==> src/rtl/program_loader_pkg.sv <==
// Shared definitions for the byte-stream program loader.
package program_loader_pkg;

  // Loader sequencing states.
  typedef enum logic [2:0] {
    ST_IDLE,
    ST_HDR,
    ST_DATA,
    ST_CSUM,
    ST_RESP
  } state_e;

  // Header: 2-byte word count followed by 2-byte start address.
  localparam int HDR_LEN        = 4;
  // Payload bytes per 32-bit memory word.
  localparam int BYTES_PER_WORD = 4;

endpackage

==> src/rtl/program_loader_word_packer.sv <==
// Assembles little-endian payload bytes into 32-bit words and emits a
// one-cycle word-valid pulse on the cycle after the fourth byte lands.
module program_loader_word_packer
  import program_loader_pkg::*;
(
  input  logic        clk,
  input  logic        rst_n,
  input  logic        byte_en_i,
  input  logic [7:0]  byte_i,
  output logic        last_byte_o,
  output logic        word_valid_o,
  output logic [31:0] word_o
);

  logic [1:0]  byte_idx_q, byte_idx_d;
  logic [23:0] shift_q, shift_d;
  logic [31:0] word_q, word_d;
  logic        word_valid_q, word_valid_d;

  assign last_byte_o  = byte_en_i && (byte_idx_q == 2'(BYTES_PER_WORD - 1));
  assign word_valid_o = word_valid_q;
  assign word_o       = word_q;

  // Next-state: shift bytes in from the top so byte k ends at bits [8k+7:8k].
  // NOTE: every variable gets a default before any branch, so no latch is inferred.
  always_comb begin
    byte_idx_d   = byte_idx_q;
    shift_d      = shift_q;
    word_d       = word_q;
    word_valid_d = 1'b0;
    if (byte_en_i) begin
      byte_idx_d = byte_idx_q + 2'd1;
      shift_d    = {byte_i, shift_q[23:8]};
      if (last_byte_o) begin
        word_d       = {byte_i, shift_q};
        word_valid_d = 1'b1;
      end
    end
  end

  // State register; a reset drops any pending word-valid pulse.
  // NOTE: sequential state uses non-blocking assignments only, so every flop samples pre-edge values.
  always_ff @(posedge clk or negedge rst_n) begin
    if (!rst_n) begin
      byte_idx_q   <= '0;
      shift_q      <= '0;
      word_q       <= '0;
      word_valid_q <= 1'b0;
    end else begin
      byte_idx_q   <= byte_idx_d;
      shift_q      <= shift_d;
      word_q       <= word_d;
      word_valid_q <= word_valid_d;
    end
  end

endmodule

==> src/rtl/program_loader.sv <==
// Framed byte-stream program loader: parses header, writes payload words
// to memory, verifies an XOR checksum and releases the CPU hold on success.
module program_loader
  import program_loader_pkg::*;
#(
  parameter int ADDR_WIDTH = 8,
  parameter int DATA_WIDTH = 32
) (
  input  logic                  clk,
  input  logic                  rst_n,
  input  logic                  in_valid,
  input  logic [7:0]            in_data,
  output logic                  in_ready,
  output logic                  mem_we,
  output logic [ADDR_WIDTH-1:0] mem_addr,
  output logic [DATA_WIDTH-1:0] mem_wdata,
  output logic                  cpu_hold,
  output logic                  done,
  output logic                  error,
  output logic                  busy
);

  state_e                  state_q, state_d;
  logic [1:0]              hdr_idx_q, hdr_idx_d;
  logic [23:0]             hdr_q, hdr_d;
  logic [15:0]             words_left_q, words_left_d;
  logic [ADDR_WIDTH-1:0]   addr_ptr_q, addr_ptr_d;
  logic [ADDR_WIDTH-1:0]   mem_addr_q, mem_addr_d;
  logic [7:0]              csum_q, csum_d;
  logic                    cpu_hold_q, cpu_hold_d;
  logic                    busy_q, busy_d;
  logic                    done_q, done_d;
  logic                    error_q, error_d;

  logic                    accept;
  logic                    last_byte;
  logic [31:0]             word;

  // Only the response cycle refuses a byte.
  assign in_ready = (state_q != ST_RESP);
  assign accept   = in_valid && in_ready;

  program_loader_word_packer u_packer (
    .clk          (clk),
    .rst_n        (rst_n),
    .byte_en_i    (accept && (state_q == ST_DATA)),
    .byte_i       (in_data),
    .last_byte_o  (last_byte),
    .word_valid_o (mem_we),
    .word_o       (word)
  );

  assign mem_addr  = mem_addr_q;
  assign mem_wdata = DATA_WIDTH'(word);
  assign cpu_hold  = cpu_hold_q;
  assign busy      = busy_q;
  assign done      = done_q;
  assign error     = error_q;

  // Next-state and output logic for the frame sequencer.
  always_comb begin
    state_d      = state_q;
    hdr_idx_d    = hdr_idx_q;
    hdr_d        = hdr_q;
    words_left_d = words_left_q;
    addr_ptr_d   = addr_ptr_q;
    mem_addr_d   = mem_addr_q;
    csum_d       = csum_q;
    cpu_hold_d   = cpu_hold_q;
    busy_d       = busy_q;
    done_d       = 1'b0;
    error_d      = 1'b0;
    unique case (state_q)
      ST_IDLE: if (accept) begin
        state_d    = ST_HDR;
        hdr_idx_d  = 2'd1;
        hdr_d      = {in_data, hdr_q[23:8]};
        csum_d     = in_data;
        cpu_hold_d = 1'b1;
        busy_d     = 1'b1;
      end
      ST_HDR: if (accept) begin
        csum_d    = csum_q ^ in_data;
        hdr_idx_d = hdr_idx_q + 2'd1;
        if (hdr_idx_q == 2'(HDR_LEN - 1)) begin
          // Bytes 0..2 sit in hdr_q; this byte is the address high byte.
          words_left_d = hdr_q[15:0];
          addr_ptr_d   = ADDR_WIDTH'({in_data, hdr_q[23:16]});
          state_d      = (hdr_q[15:0] != 16'd0) ? ST_DATA : ST_CSUM;
        end else begin
          hdr_d = {in_data, hdr_q[23:8]};
        end
      end
      ST_DATA: if (accept) begin
        csum_d = csum_q ^ in_data;
        if (last_byte) begin
          mem_addr_d   = addr_ptr_q;
          addr_ptr_d   = addr_ptr_q + 1'b1;
          words_left_d = words_left_q - 16'd1;
          if (words_left_q == 16'd1) state_d = ST_CSUM;
        end
      end
      ST_CSUM: if (accept) begin
        state_d = ST_RESP;
        busy_d  = 1'b0;
        if (in_data == csum_q) begin
          done_d     = 1'b1;
          cpu_hold_d = 1'b0;
        end else begin
          error_d = 1'b1;
        end
      end
      ST_RESP: state_d = ST_IDLE;
      default: state_d = ST_IDLE;
    endcase
  end

  // State register; reset clears everything and re-asserts the CPU hold.
  // NOTE: the datapath registers are reset too because their post-reset output values are defined, not just the control flops.
  always_ff @(posedge clk or negedge rst_n) begin
    if (!rst_n) begin
      state_q      <= ST_IDLE;
      hdr_idx_q    <= '0;
      hdr_q        <= '0;
      words_left_q <= '0;
      addr_ptr_q   <= '0;
      mem_addr_q   <= '0;
      csum_q       <= '0;
      cpu_hold_q   <= 1'b1;
      busy_q       <= 1'b0;
      done_q       <= 1'b0;
      error_q      <= 1'b0;
    end else begin
      state_q      <= state_d;
      hdr_idx_q    <= hdr_idx_d;
      hdr_q        <= hdr_d;
      words_left_q <= words_left_d;
      addr_ptr_q   <= addr_ptr_d;
      mem_addr_q   <= mem_addr_d;
      csum_q       <= csum_d;
      cpu_hold_q   <= cpu_hold_d;
      busy_q       <= busy_d;
      done_q       <= done_d;
      error_q      <= error_d;
    end
  end

endmodule
==> config.mk <==
export PLATFORM = sky130hd
export DESIGN_NAME = program_loader
export DESIGN_NICKNAME = d
export VERILOG_FILES = /design/src/rtl/program_loader_pkg.sv /design/src/rtl/program_loader_word_packer.sv /design/src/rtl/program_loader.sv
export SDC_FILE = /design/constraint.sdc
export NUM_CORES = 1
export LEC_CHECK = 0
export BUFFER_PORTS_ARGS = -buffer_cell sky130_fd_sc_hd__buf_4
export CORE_MARGIN = 5
export CORE_UTILIZATION = 64
export CTS_CLUSTER_SIZE = 25
export DETAILED_ROUTE_END_ITERATION = 8
export PLACE_DENSITY = 0.87
export SYNTH_ARGS = -nofsm -noshare
export SYNTH_HDL_FRONTEND = slang
export SYNTH_SLANG_ARGS = --single-unit
==> constraint.sdc <==
create_clock -name clk -period 5.03 [get_ports clk]
set_input_delay 0.2515 -clock clk [delete_from_list [all_inputs] [get_ports clk]]
set_output_delay 0.2515 -clock clk [all_outputs]
set_load 0.05 [all_outputs]
==> results of run 1 <==
power by group through the flow:
stage	Clock, mW	Sequential (mW)	Combinational, mW
CTS	1.41	1.80	1.03
global route	1.46	1.85	1.14
floorplan	0	1.72	0.754
detailed placement	0	1.80	0.994
global placement	0	1.76	0.927
finish	1.40	1.82	1.04
layer usage:
layer,wire length [µm],track usage,share of wire,up-vias
li1,-,-,-,1923
met1,5740,0.334,0.39,2223
met2,7250,0.446,0.49,264
met3,1050,0.0678,0.072,56
met4,600,0.134,0.041,0
met5,0,0,0,-
synth_stat cells (2+ instances only):
cell                        instances
sky130_fd_sc_hd__mux2_2            51
sky130_fd_sc_hd__o21ai_0           32
sky130_fd_sc_hd__o21ai_1            4
sky130_fd_sc_hd__o22ai_1           12
sky130_fd_sc_hd__a21oi_1           39
sky130_fd_sc_hd__nand2_1           32
sky130_fd_sc_hd__inv_1              6
sky130_fd_sc_hd__nand2b_1           2
sky130_fd_sc_hd__and3_1             3
sky130_fd_sc_hd__buf_4              2
sky130_fd_sc_hd__dfrtp_1          131
sky130_fd_sc_hd__nor4_1             7
sky130_fd_sc_hd__buf_1              2
sky130_fd_sc_hd__o2bb2ai_1          3
sky130_fd_sc_hd__nand3_1           21
sky130_fd_sc_hd__o31a_1             3
sky130_fd_sc_hd__a31oi_1            3
sky130_fd_sc_hd__a221oi_1           8
sky130_fd_sc_hd__nand4_1            5
sky130_fd_sc_hd__or3_1              3
sky130_fd_sc_hd__o21a_1             3
sky130_fd_sc_hd__nor3_1             9
sky130_fd_sc_hd__a32oi_1            2
sky130_fd_sc_hd__a22oi_1            4
sky130_fd_sc_hd__buf_6              5
sky130_fd_sc_hd__xnor2_1            8
sky130_fd_sc_hd__and3b_1            2
sky130_fd_sc_hd__clkbuf_1          17
sky130_fd_sc_hd__mux2_4            39
sky130_fd_sc_hd__buf_2             10
sky130_fd_sc_hd__o211ai_1           2
sky130_fd_sc_hd__nor2_1            18
sky130_fd_sc_hd__ha_1               5
sequential cells by signal, indices dropped and copies added, names as in the netlist:
name                   flops
u_packer.word_o           32
hdr_q                     24
u_packer.shift_q          24
words_left_q              16
addr_ptr_q                 8
csum_q                     8
mem_addr                   8
state_q                    3
hdr_idx_q                  2
u_packer.byte_idx_q        2
busy                       1
cpu_hold                   1
done                       1
error                      1
u_packer.word_valid_o      1
path summary, 6_finish.rpt:
check,startpoint,end,cells past startpoint
min in group asynchronous,rst_n,words_left_q[14],2
max,state_q[1],addr_ptr_q[6],5
max reg2reg,state_q[1],addr_ptr_q[6],5
max in group asynchronous,rst_n,u_packer.shift_q[11],3
min,in_data[7],u_packer.word_o[31],2
min reg2reg,u_packer.byte_idx_q[0],u_packer.byte_idx_q[0],1
area by class of cell:
class	count	area [µm²]	share of cell area
timing repair buffer	61	460	0.0643
clock inverter	14	250	0.0349
sequential	132	3300	0.461
clock buffer	17	414	0.0578
tap	129	161	0.0225
inverter	6	22.5	0.00314
multi-input combinational	331	2550	0.356
repair_timing:
| action | CTS | global route |
|---|---|---|
| hold endpoints to repair | 52 | 0 |
| hold buffers | 1 | 0 |
| buffers inserted | 0 | 0 |
cell families after synthesis:
family          synth area share
xor+xnor                  0.0130
flops                      0.545
simple gates              0.0908
buf+inv                   0.0355
fa+ha+maj                 0.0103
compound gates             0.113
mux                        0.193
worst max-delay path: stages (launching register included):
cell and delay [ns]:
sky130_fd_sc_hd__dfrtp_1 0.79, sky130_fd_sc_hd__inv_1 0.40, sky130_fd_sc_hd__or3_1 0.84, sky130_fd_sc_hd__nor4_1 0.42, sky130_fd_sc_hd__a21oi_1 0.08, sky130_fd_sc_hd__o21ai_1 0.19
==> impl_metrics.csv, run 1 <==
group,metric,value,unit
die,dieHeight,107,µm
layout,final_area,0.00716,mm²
placement,pre_cts_slack,2.38,ns
clock_tree,clock_latency,0.53,ns
sta,setup_viol,0,
routing,finalWirelength,14.6,mm
yosys,mapped_cell_area,0.00607,mm²
power_and_ir_drop,power-per-cell-area,594,mW/mm²
clock_tree,cts_htree_levels,4,
routing,first_iter_violations,354,
power_and_ir_drop,vdd_drop_max,0.354,mV
routing,avgRoutedWirePerCell,21.2,µm
yosys,yosys_warnings,0,
yosys,mappedNetlistNets,521,
grt,antenna_found_initial,0,
routing,ant_nets,0,
layout,final_cell_mix,"sky130_fd_sc_hd__dfrtp_1 (131), sky130_fd_sc_hd__buf_4 (60), sky130_fd_sc_hd__mux2_2 (51)",
yosys,syn_avg_cell_area,12.0,µm²
run_status,status,"finished, final reports clean",
sta,min_period_over_period,0.562,
grt,grt.overflow.total,0,
routing,routed_via_density,6.47,
power_and_ir_drop,p_sw_frac,0.343,
power_and_ir_drop,switchingPower,1.46,mW
worst_setup_path,worstSetupStartpointType,"register",
layout,n_antenna_cell,0,
die,die-area,0.0115,mm²
power_and_ir_drop,p_total,4.26,mW
flow_run,cap_violations,0,
routing,first_drt_pass_iteration_count,5,
clock_tree,cts_buffer_depth,2,
yosys,synth_enable_flop_cells,0,
sta,period_minus_slack,2.83,ns
layout,nFillCells,482,
clock_tree,cts_inserted_buffers,17,
routing,total_number_of_vias,4466,
worst_setup_path,kind_of_critical_path,"register to register",
die,pin_count,57,
clock_tree,ctsResizeCount,0,
sta,postLayoutSetupSlackWorst,2.20,ns
yosys,syn-instance-count,505,
clock_tree,clock_root_buffer_master,"sky130_fd_sc_hd__clkbuf_8",
die,rows,35,
yosys,yosysTopAreaCell,"sky130_fd_sc_hd__dfrtp_1",
worst_setup_path,worst-r2r-setup-slack,2.20,ns
sta,timing.fmax,354,MHz
die,die_width,107,µm
sta,final.setup_skew,0.00815,ns
clock_tree,clk_pin_slew,0.06,ns
layout,nets,565,
power_and_ir_drop,total_leakage_power,3.40,nW
worst_setup_path,critPathMaxFanout,28,
layout,mostFrequentLayoutCell,"sky130_fd_sc_hd__dfrtp_1",
sta,timing.slew.headroom,0.246,
clock_tree,numClockSinks,132,
layout,area.growth.synth_to_final,18.1,%
die,initial_utilization,0.656,
worst_setup_path,crit_path_end_kind,"register",
yosys,most_frequently_used_flop_master_after_synthesis,"sky130_fd_sc_hd__dfrtp_1",
power_and_ir_drop,share_of_power_burned_in_registers,0.427,
worst_setup_path,crit_arrival,3.27,ns
placement,placement.cell_area,0.00649,mm²
sta,hold_viol_final,0,
clock_tree,cts_tree,"built",
power_and_ir_drop,clock_power_share,0.329,
power_and_ir_drop,p_int,2.80,mW
grt,grt_start_max_net_pins,93,
layout,drive_gt1_frac,0.332,
sta,fin_worst_hold_slack,0.0591,ns
grt,wire_length_of_the_first_global_routing_pass,23.9,mm
yosys,synth.distinct_cells,45,
placement,hpwlAfterDp,8.65,mm
worst_setup_path,required_time_at_the_endpoint_of_the_critical_path,5.47,ns
yosys,synth_seq_area_share,0.545,
placement,place.gp.congestion,0.818,
yosys,post_synth_main_area_contributors,"sky130_fd_sc_hd__dfrtp_1 (54%), sky130_fd_sc_hd__mux2_4 (9.7%), sky130_fd_sc_hd__mux2_2 (9.5%), sky130_fd_sc_hd__a21oi_1 (3.2%), sky130_fd_sc_hd__o21ai_0 (2.6%)",
power_and_ir_drop,power.share.combinational,0.244,
layout,final_cells,690,
sta,timing.final.max_slew_violations,0,
yosys,ys_seq_elements,132,
hold_path,timing.hold.worst.class,"input pin to register",
sta,final.setup.tns,0,ns
yosys,fraction_of_registers_with_async_set_or_reset_after_synthesis,1.00,
routing,route.detailed.drc,0,
grt,first_global_vias,4619,
placement,buffer_ports.inserted,56,
sta,max_slew.worst_pin.slew,1.13,ns
grt,gr-usage-all-layers,0.271,
placement,dp_cells,658,
die,core,0.00924,mm²
yosys,netlist.area_leader.share,0.540,
sta,grt_setup_unrepaired,"no",
layout,finalCoreUtilization,0.775,
(Power assumes the default switching activity.)
==> inputs of run 2 (changes only) <==
ABC_AREA = 1   (was not set)
CORE_UTILIZATION = 53   (was 64)
PLACE_DENSITY = 0.77   (was 0.87)
clock period = 2.33 ns   (was 5.03 ns; I/O delays follow)
==> impl_metrics.csv, run 2 <==
group,metric,value,unit
run_status,status,"finished, final reports clean",
hold_path,timing.hold.worst.class,"input pin to register",
routing,routed_via_density,5.21,
placement,pre_cts_slack,0.441,ns
yosys,dominant_combinational_cell_family_by_area_after_synthesis,"simple AND/OR/NAND/NOR gates",
worst_setup_path,path_common_cell,"sky130_fd_sc_hd__nand2_1",
routing,avgRoutedWirePerCell,14.5,µm
layout,n_antenna_cell,0,
worst_setup_path,critical-path-max-stage-delay,0.50,ns
worst_setup_path,kind_of_critical_path,"register to register",
worst_setup_path,reg2reg_depth,8,
worst_setup_path,r2r_end,"addr_ptr_q[2]",
placement,place.gp.congestion,0.884,
clock_tree,clk_pin_slew,0.06,ns
yosys,synth_xor_area_frac,0.0229,
clock_tree,clock_root_buffer_master,"sky130_fd_sc_hd__clkbuf_16",
die,pin_count,57,
yosys,synth.distinct_cells,33,
routing,first_drt_pass_iteration_count,5,
sta,min_period_over_period,0.830,
worst_setup_path,critPathMaxFanout,23,
power_and_ir_drop,power-per-cell-area,1490,mW/mm²
layout,largest_register_ffs,32,
grt,first_global_vias,5070,
power_and_ir_drop,vdd_drop_max,0.767,mV
placement,buffer_ports.inserted,56,
die,rows,39,
clock_tree,ctsResizeCount,0,
grt,antenna_found_initial,0,
routing,ant_nets,0,
grt,gr-usage-all-layers,0.215,
worst_setup_path,critical-path-top-delay-family,"simple AND/OR/NAND/NOR gates",
yosys,mapped_cell_area,0.00612,mm²
routing,first_iter_violations,395,
yosys,fraction_of_registers_with_async_set_or_reset_after_synthesis,1.00,
yosys,syn_avg_cell_area,8.16,µm²
sta,final.setup.tns,0,ns
grt,grt.overflow.total,0,
yosys,yosysTopAreaCell,"sky130_fd_sc_hd__dfrtp_1",
clock_tree,numClockSinks,132,
layout,nFillCells,950,
sta,timing.fmax,517,MHz
layout,mostFrequentLayoutCell,"sky130_fd_sc_hd__nand2_1",
sta,hold_viol_final,0,
sta,timing.slew.headroom,0.716,
clock_tree,cts_htree_levels,4,
sta,fin_worst_hold_slack,0.0949,ns
yosys,synth_compound_gate_area_share,0.100,
die,initial_utilization,0.538,
worst_setup_path,crit_path_end_kind,"register",
worst_setup_path,worst-r2r-setup-slack,0.40,ns
yosys,syn-instance-count,750,
routing,total_number_of_vias,5055,
yosys,most_frequently_used_flop_master_after_synthesis,"sky130_fd_sc_hd__dfrtp_1",
die,die-area,0.0138,mm²
die,core,0.0114,mm²
die,die_width,117,µm
clock_tree,clock_latency,0.42,ns
clock_tree,post_cts_buffers,0,
sta,final.setup_skew,0.00742,ns
sta,max_slew.worst_pin.slew,0.425,ns
yosys,post_synth_main_area_contributors,"sky130_fd_sc_hd__dfrtp_1 (54%), sky130_fd_sc_hd__nand2_1 (15%), sky130_fd_sc_hd__o21ai_0 (5.9%), sky130_fd_sc_hd__inv_1 (5.3%), sky130_fd_sc_hd__nor2_1 (3.8%)",
grt,wire_length_of_the_first_global_routing_pass,24.4,mm
grt,grt_start_max_net_pins,46,
worst_setup_path,worstPathBufferInverterCount,1,
worst_setup_path,crit_arrival,2.28,ns
sta,grt_setup_unrepaired,"no",
sta,period_minus_slack,1.93,ns
routing,finalWirelength,14.1,mm
yosys,ys_seq_elements,132,
worst_setup_path,worstSetupStartpointType,"register",
yosys,yosys_warnings,0,
layout,finalCoreUtilization,0.643,
yosys,synth_seq_area_share,0.540,
worst_setup_path,regToRegStartpoint,"state_q[0]",
yosys,post_synth_mux_area_share,0,
layout,nets,831,
yosys,synth_adder_area_share,0.0102,
die,dieHeight,117,µm
hold_path,hold_path_depth,3,
yosys,yosys.cell_count.top_type,"sky130_fd_sc_hd__nand2_1",
power_and_ir_drop,p_total,10.9,mW
sta,postLayoutSetupSlackWorst,0.396,ns
hold_path,hold_path_sink,"hdr_q[23]",
sta,setup_viol,0,
clock_tree,cts_tree,"built",
layout,final_cell_mix,"sky130_fd_sc_hd__nand2_1 (237), sky130_fd_sc_hd__dfrtp_1 (131), sky130_fd_sc_hd__inv_1 (87)",
flow_run,cap_violations,0,
hold_path,holdCritStartpoint,"in_data[7]",
yosys,mappedNetlistNets,766,
layout,drive_gt1_frac,0.144,
yosys,synth_common_cells,"sky130_fd_sc_hd__nand2_1 (238), sky130_fd_sc_hd__dfrtp_1 (131), sky130_fd_sc_hd__inv_1 (87), sky130_fd_sc_hd__o21ai_0 (72), sky130_fd_sc_hd__nor2_1 (62)",
sta,timing.final.max_slew_violations,0,
worst_setup_path,slowest_cell_on_crit_path,"sky130_fd_sc_hd__dfrtp_1",
worst_setup_path,critical_path.cell_chain,"nor2_4 > nand2_4 > nand2_1 > nand2_1 > nor2_2 > buf_12 > o21ai_0 > o21ai_1",
layout,area.growth.synth_to_final,19.5,%
clock_tree,cts_inserted_buffers,17,
placement,hpwlAfterDp,9.83,mm
routing,route.detailed.drc,0,
power_and_ir_drop,total_leakage_power,3.69,nW
yosys,synth_enable_flop_cells,0,
yosys,yosys.area_share.simple,0.246,
worst_setup_path,required_time_at_the_endpoint_of_the_critical_path,2.67,ns
yosys,netlist.area_leader.share,0.536,
clock_tree,cts_buffer_depth,2,
## run 2: repair_timing
| action | CTS | global route |
|---|---|---|
| endpoints found under the hold margin | 138 | 0 |
| hold buffers | 8 | 0 |
| setup endpoints to repair | 0 | 0 |
## run 2: how the worst max path moves through the flow
stage | startpoint | slack (ns) | endpoint | cells after the start
finish | state_q[0] | 0.40 | addr_ptr_q[2] | 8
global route | state_q[0] | 0.23 | addr_ptr_q[2] | 8
CTS | state_q[0] | 0.41 | addr_ptr_q[2] | 8
detailed placement | state_q[0] | 0.44 | addr_ptr_q[2] | 8
global placement | state_q[0] | 0.58 | addr_ptr_q[2] | 8
floorplan | state_q[0] | 0.87 | words_left_q[5] | 10
## run 2: where the power goes
group | total, mW | leakage [nW] | internal [mW] | switching [mW]
logic | 4.34 | 1.72 | 1.40 | 2.95
clock network | 2.56 | 0.286 | 1.54 | 1.02
registers | 3.97 | 1.69 | 3.23 | 0.736
## run 2: final cells by class
cell class	instances	area [µm²]	share of cell area
clock buffer	19	453	0.0619
clock inverter	13	125	0.0171
inverter	89	337	0.0460
multi-input combinational	502	2320	0.318
sequential	132	3300	0.452
tap	143	179	0.0245
timing repair buffer	73	593	0.0811
## run 2: logic make-up after synthesis
group	count (synthesis)
XOR/XNOR	16
AND/OR/NAND/NOR	362
buffers and inverters	116
adder cells (fa/ha/maj)	5
flip-flops	132
AO/OA/AOI/OAI	119
## run 2: stage by stage
step	cells	area, µm²
2_1_floorplan	750	6120
3_3_place_gp	931	6660
5_1_grt	971	7320
3_5_place_dp	931	6660
6_report	971	7320
4_1_cts	971	7320
## run 2: routing by layer
metal  vias to the layer above  global-route usage  part of all wire
met5                         -                   0                 0
met4                         0              0.0853             0.022
met3                        28              0.0548             0.052
met2                       130               0.335              0.47
met1                      2405               0.291              0.45
li1                       2492                   -                 -
## run 2: worst register-to-register path, delay by kind of cell, from the launching register on
family,cells,cell delay [ns]
AOI/OAI and AO/OA,2,0.20
DFF,1,0.50
buffers and inverters,1,0.22
and+or+nand+nor,5,0.94
==> inputs of run 3 (changes only) <==
CORE_UTILIZATION = 59   (was 53)
PLACE_DENSITY = 0.81   (was 0.77)
clock period = 1.8 ns   (was 2.33 ns; I/O delays follow)
==> impl_metrics.csv, run 3 (synthesis results as in run 2) <==
group,metric,value,unit
run_status,status,"finished, final reports clean",
sta,final.setup.tns,0,ns
grt,grt.overflow.total,0,
worst_setup_path,crit_path_end_kind,"register",
clock_tree,cts_buffer_depth,2,
placement,hpwlAfterDp,9.62,mm
worst_setup_path,worst-r2r-setup-slack,0.14,ns
die,die-area,0.0125,mm²
die,dieHeight,112,µm
layout,final_cell_mix,"sky130_fd_sc_hd__nand2_1 (237), sky130_fd_sc_hd__dfrtp_1 (131), sky130_fd_sc_hd__inv_1 (87)",
clock_tree,cts_htree_levels,4,
routing,routed_via_density,5.30,
routing,first_drt_pass_iteration_count,5,
sta,period_minus_slack,1.66,ns
clock_tree,clock_root_buffer_master,"sky130_fd_sc_hd__clkbuf_8",
power_and_ir_drop,share_of_power_burned_in_registers,0.361,
routing,avgRoutedWirePerCell,15.0,µm
worst_setup_path,r2r_end,"words_left_q[5]",
power_and_ir_drop,switchingPower,6.21,mW
layout,nets,835,
sta,max_slew.worst_pin.slew,0.570,ns
die,core,0.0102,mm²
clock_tree,clk_pin_slew,0.06,ns
layout,drive_gt1_frac,0.145,
clock_tree,numClockSinks,132,
placement,dp_cells,926,
flow_run,cap_violations,0,
die,rows,37,
worst_setup_path,slowest_cell_on_crit_path,"sky130_fd_sc_hd__dfrtp_1",
grt,first_global_vias,5089,
worst_setup_path,kind_of_critical_path,"register to register",
routing,finalWirelength,14.5,mm
die,die_width,112,µm
power_and_ir_drop,power-per-cell-area,1920,mW/mm²
power_and_ir_drop,total_leakage_power,3.72,nW
worst_setup_path,path_common_cell,"sky130_fd_sc_hd__nand2_1",
power_and_ir_drop,clock_power_share,0.229,
routing,first_iter_violations,368,
worst_setup_path,worstSetupStartpointType,"register",
placement,buffer_ports.inserted,56,
sta,hold_viol_final,0,
layout,area.growth.synth_to_final,20.7,%
power_and_ir_drop,vdd_drop_max,1.12,mV
clock_tree,clock_latency,0.53,ns
worst_setup_path,critical_path.cell_chain,"nor2_4 > nand2_4 > nand2_1 > nand2_1 > nor2_2 > buf_12 > o21ai_0 > nand2_1 > nand2_1",
clock_tree,cts_inserted_buffers,17,
worst_setup_path,required_time_at_the_endpoint_of_the_critical_path,2.22,ns
power_and_ir_drop,p_sw_frac,0.438,
power_and_ir_drop,p_int,7.98,mW
power_and_ir_drop,p_total,14.2,mW
grt,gr-usage-all-layers,0.246,
layout,largest_register_ffs,32,
placement,pre_cts_slack,0.134,ns
sta,min_period_over_period,0.922,
routing,total_number_of_vias,5132,
power_and_ir_drop,power.share.combinational,0.410,
layout,n_antenna_cell,0,
clock_tree,cts_tree,"built",
layout,final_area,0.00738,mm²
sta,timing.final.max_slew_violations,0,
worst_setup_path,critical-path-top-delay-family,"simple AND/OR/NAND/NOR gates",
sta,final.setup_skew,0.00831,ns
routing,route.detailed.drc,0,
grt,antenna_found_initial,0,
routing,ant_nets,0,
worst_setup_path,critPathMaxFanout,29,
die,initial_utilization,0.598,
sta,postLayoutSetupSlackWorst,0.140,ns
hold_path,timing.hold.worst.class,"input pin to async pin",
sta,timing.fmax,602,MHz
layout,mostFrequentLayoutCell,"sky130_fd_sc_hd__nand2_1",
die,pin_count,57,
sta,setup_viol,0,
grt,grt_start_max_net_pins,81,
worst_setup_path,regToRegStartpoint,"state_q[2]",
grt,wire_length_of_the_first_global_routing_pass,24.7,mm
worst_setup_path,critical-path-max-stage-delay,0.47,ns
placement,place.gp.congestion,0.861,
layout,final_cells,968,
worst_setup_path,reg2reg_depth,9,
sta,timing.slew.headroom,0.620,
placement,placement.cell_area,0.00670,mm²
worst_setup_path,crit_arrival,2.08,ns
worst_setup_path,worstPathBufferInverterCount,1,
==> run 3: cell types whose count changed in the layout (fill, tap and decap cells not counted), sizes merged <==
cell / previous run / this run
inv: 92 / 93
buf: 65 / 67
clkinvlp: 1 / 4
dlygate4sd3: 8 / 10
clkinv: 8 / 4
==> run 3: power groups by stage <==
stage          sequential (mW)  clock, mW  combinational (mW)
6_report                  5.12       3.25                5.82
5_1_grt                   5.29       3.44                6.46
4_1_cts                   5.10       3.30                5.79
3_5_place_dp              5.12          0                5.68
3_3_place_gp              5.07          0                5.47
2_1_floorplan             5.95          0                3.24
==> run 3: worst max-delay path by stage <==
stage | from | to | cells past startpoint | slack, ns
floorplan | state_q[0] | words_left_q[5] | 10 | 0.34
global placement | state_q[1] | words_left_q[3] | 8 | 0.23
detailed placement | state_q[1] | words_left_q[3] | 8 | 0.13
CTS | state_q[1] | hdr_q[8] | 6 | 0.11
global route | state_q[2] | words_left_q[5] | 9 | -0.008
finish | state_q[2] | words_left_q[5] | 9 | 0.14
==> run 3: worst reg2reg max path, delay by kind of cell (launching register included) <==
kind / cells / cell delay [ns]
compound gates: 1 / 0.11
buf+inv: 1 / 0.20
flops: 1 / 0.47
simple gates: 7 / 0.79
==> run 3: area by class of cell <==
| cell class | instances | area [µm²] |
|---|---|---|
| Clock buffer | 19 | 442 |
| Clock inverter | 13 | 123 |
| Fill cell | 723 | 2850 |
| Inverter | 89 | 337 |
| Multi-Input combinational cell | 502 | 2340 |
| Sequential cell | 132 | 3300 |
| Tap cell | 136 | 170 |
| Timing Repair Buffer | 77 | 666 |
==> run 3: timing repair <==
action	4_1_cts	5_1_grt
hold buffers	10	0
endpoints found under the setup margin	0	4
hold endpoints to repair	137	0
resized for setup	0	4
buffers inserted	0	0
==> run 3: metal layers <==
| metal | track usage | share of wire | wire length, µm | vias up |
|---|---|---|---|---|
| met5 | 0 | 0 | 0 | - |
| met4 | 0.0998 | 0.021 | 310 | 0 |
| met3 | 0.0620 | 0.058 | 846 | 29 |
| met2 | 0.396 | 0.49 | 7080 | 180 |
| met1 | 0.321 | 0.43 | 6230 | 2437 |
| li1 | - | - | - | 2486 |
==> run 3: through the flow <==
stage | hold slack (ns) | utilization
6_report | 0.105 | 0.722
5_1_grt | 0.135 | 0.722
3_5_place_dp | 0.117 | 0.655
2_1_floorplan | -0.206 | -
3_3_place_gp | 0.119 | 0.655
4_1_cts | 0.101 | 0.720
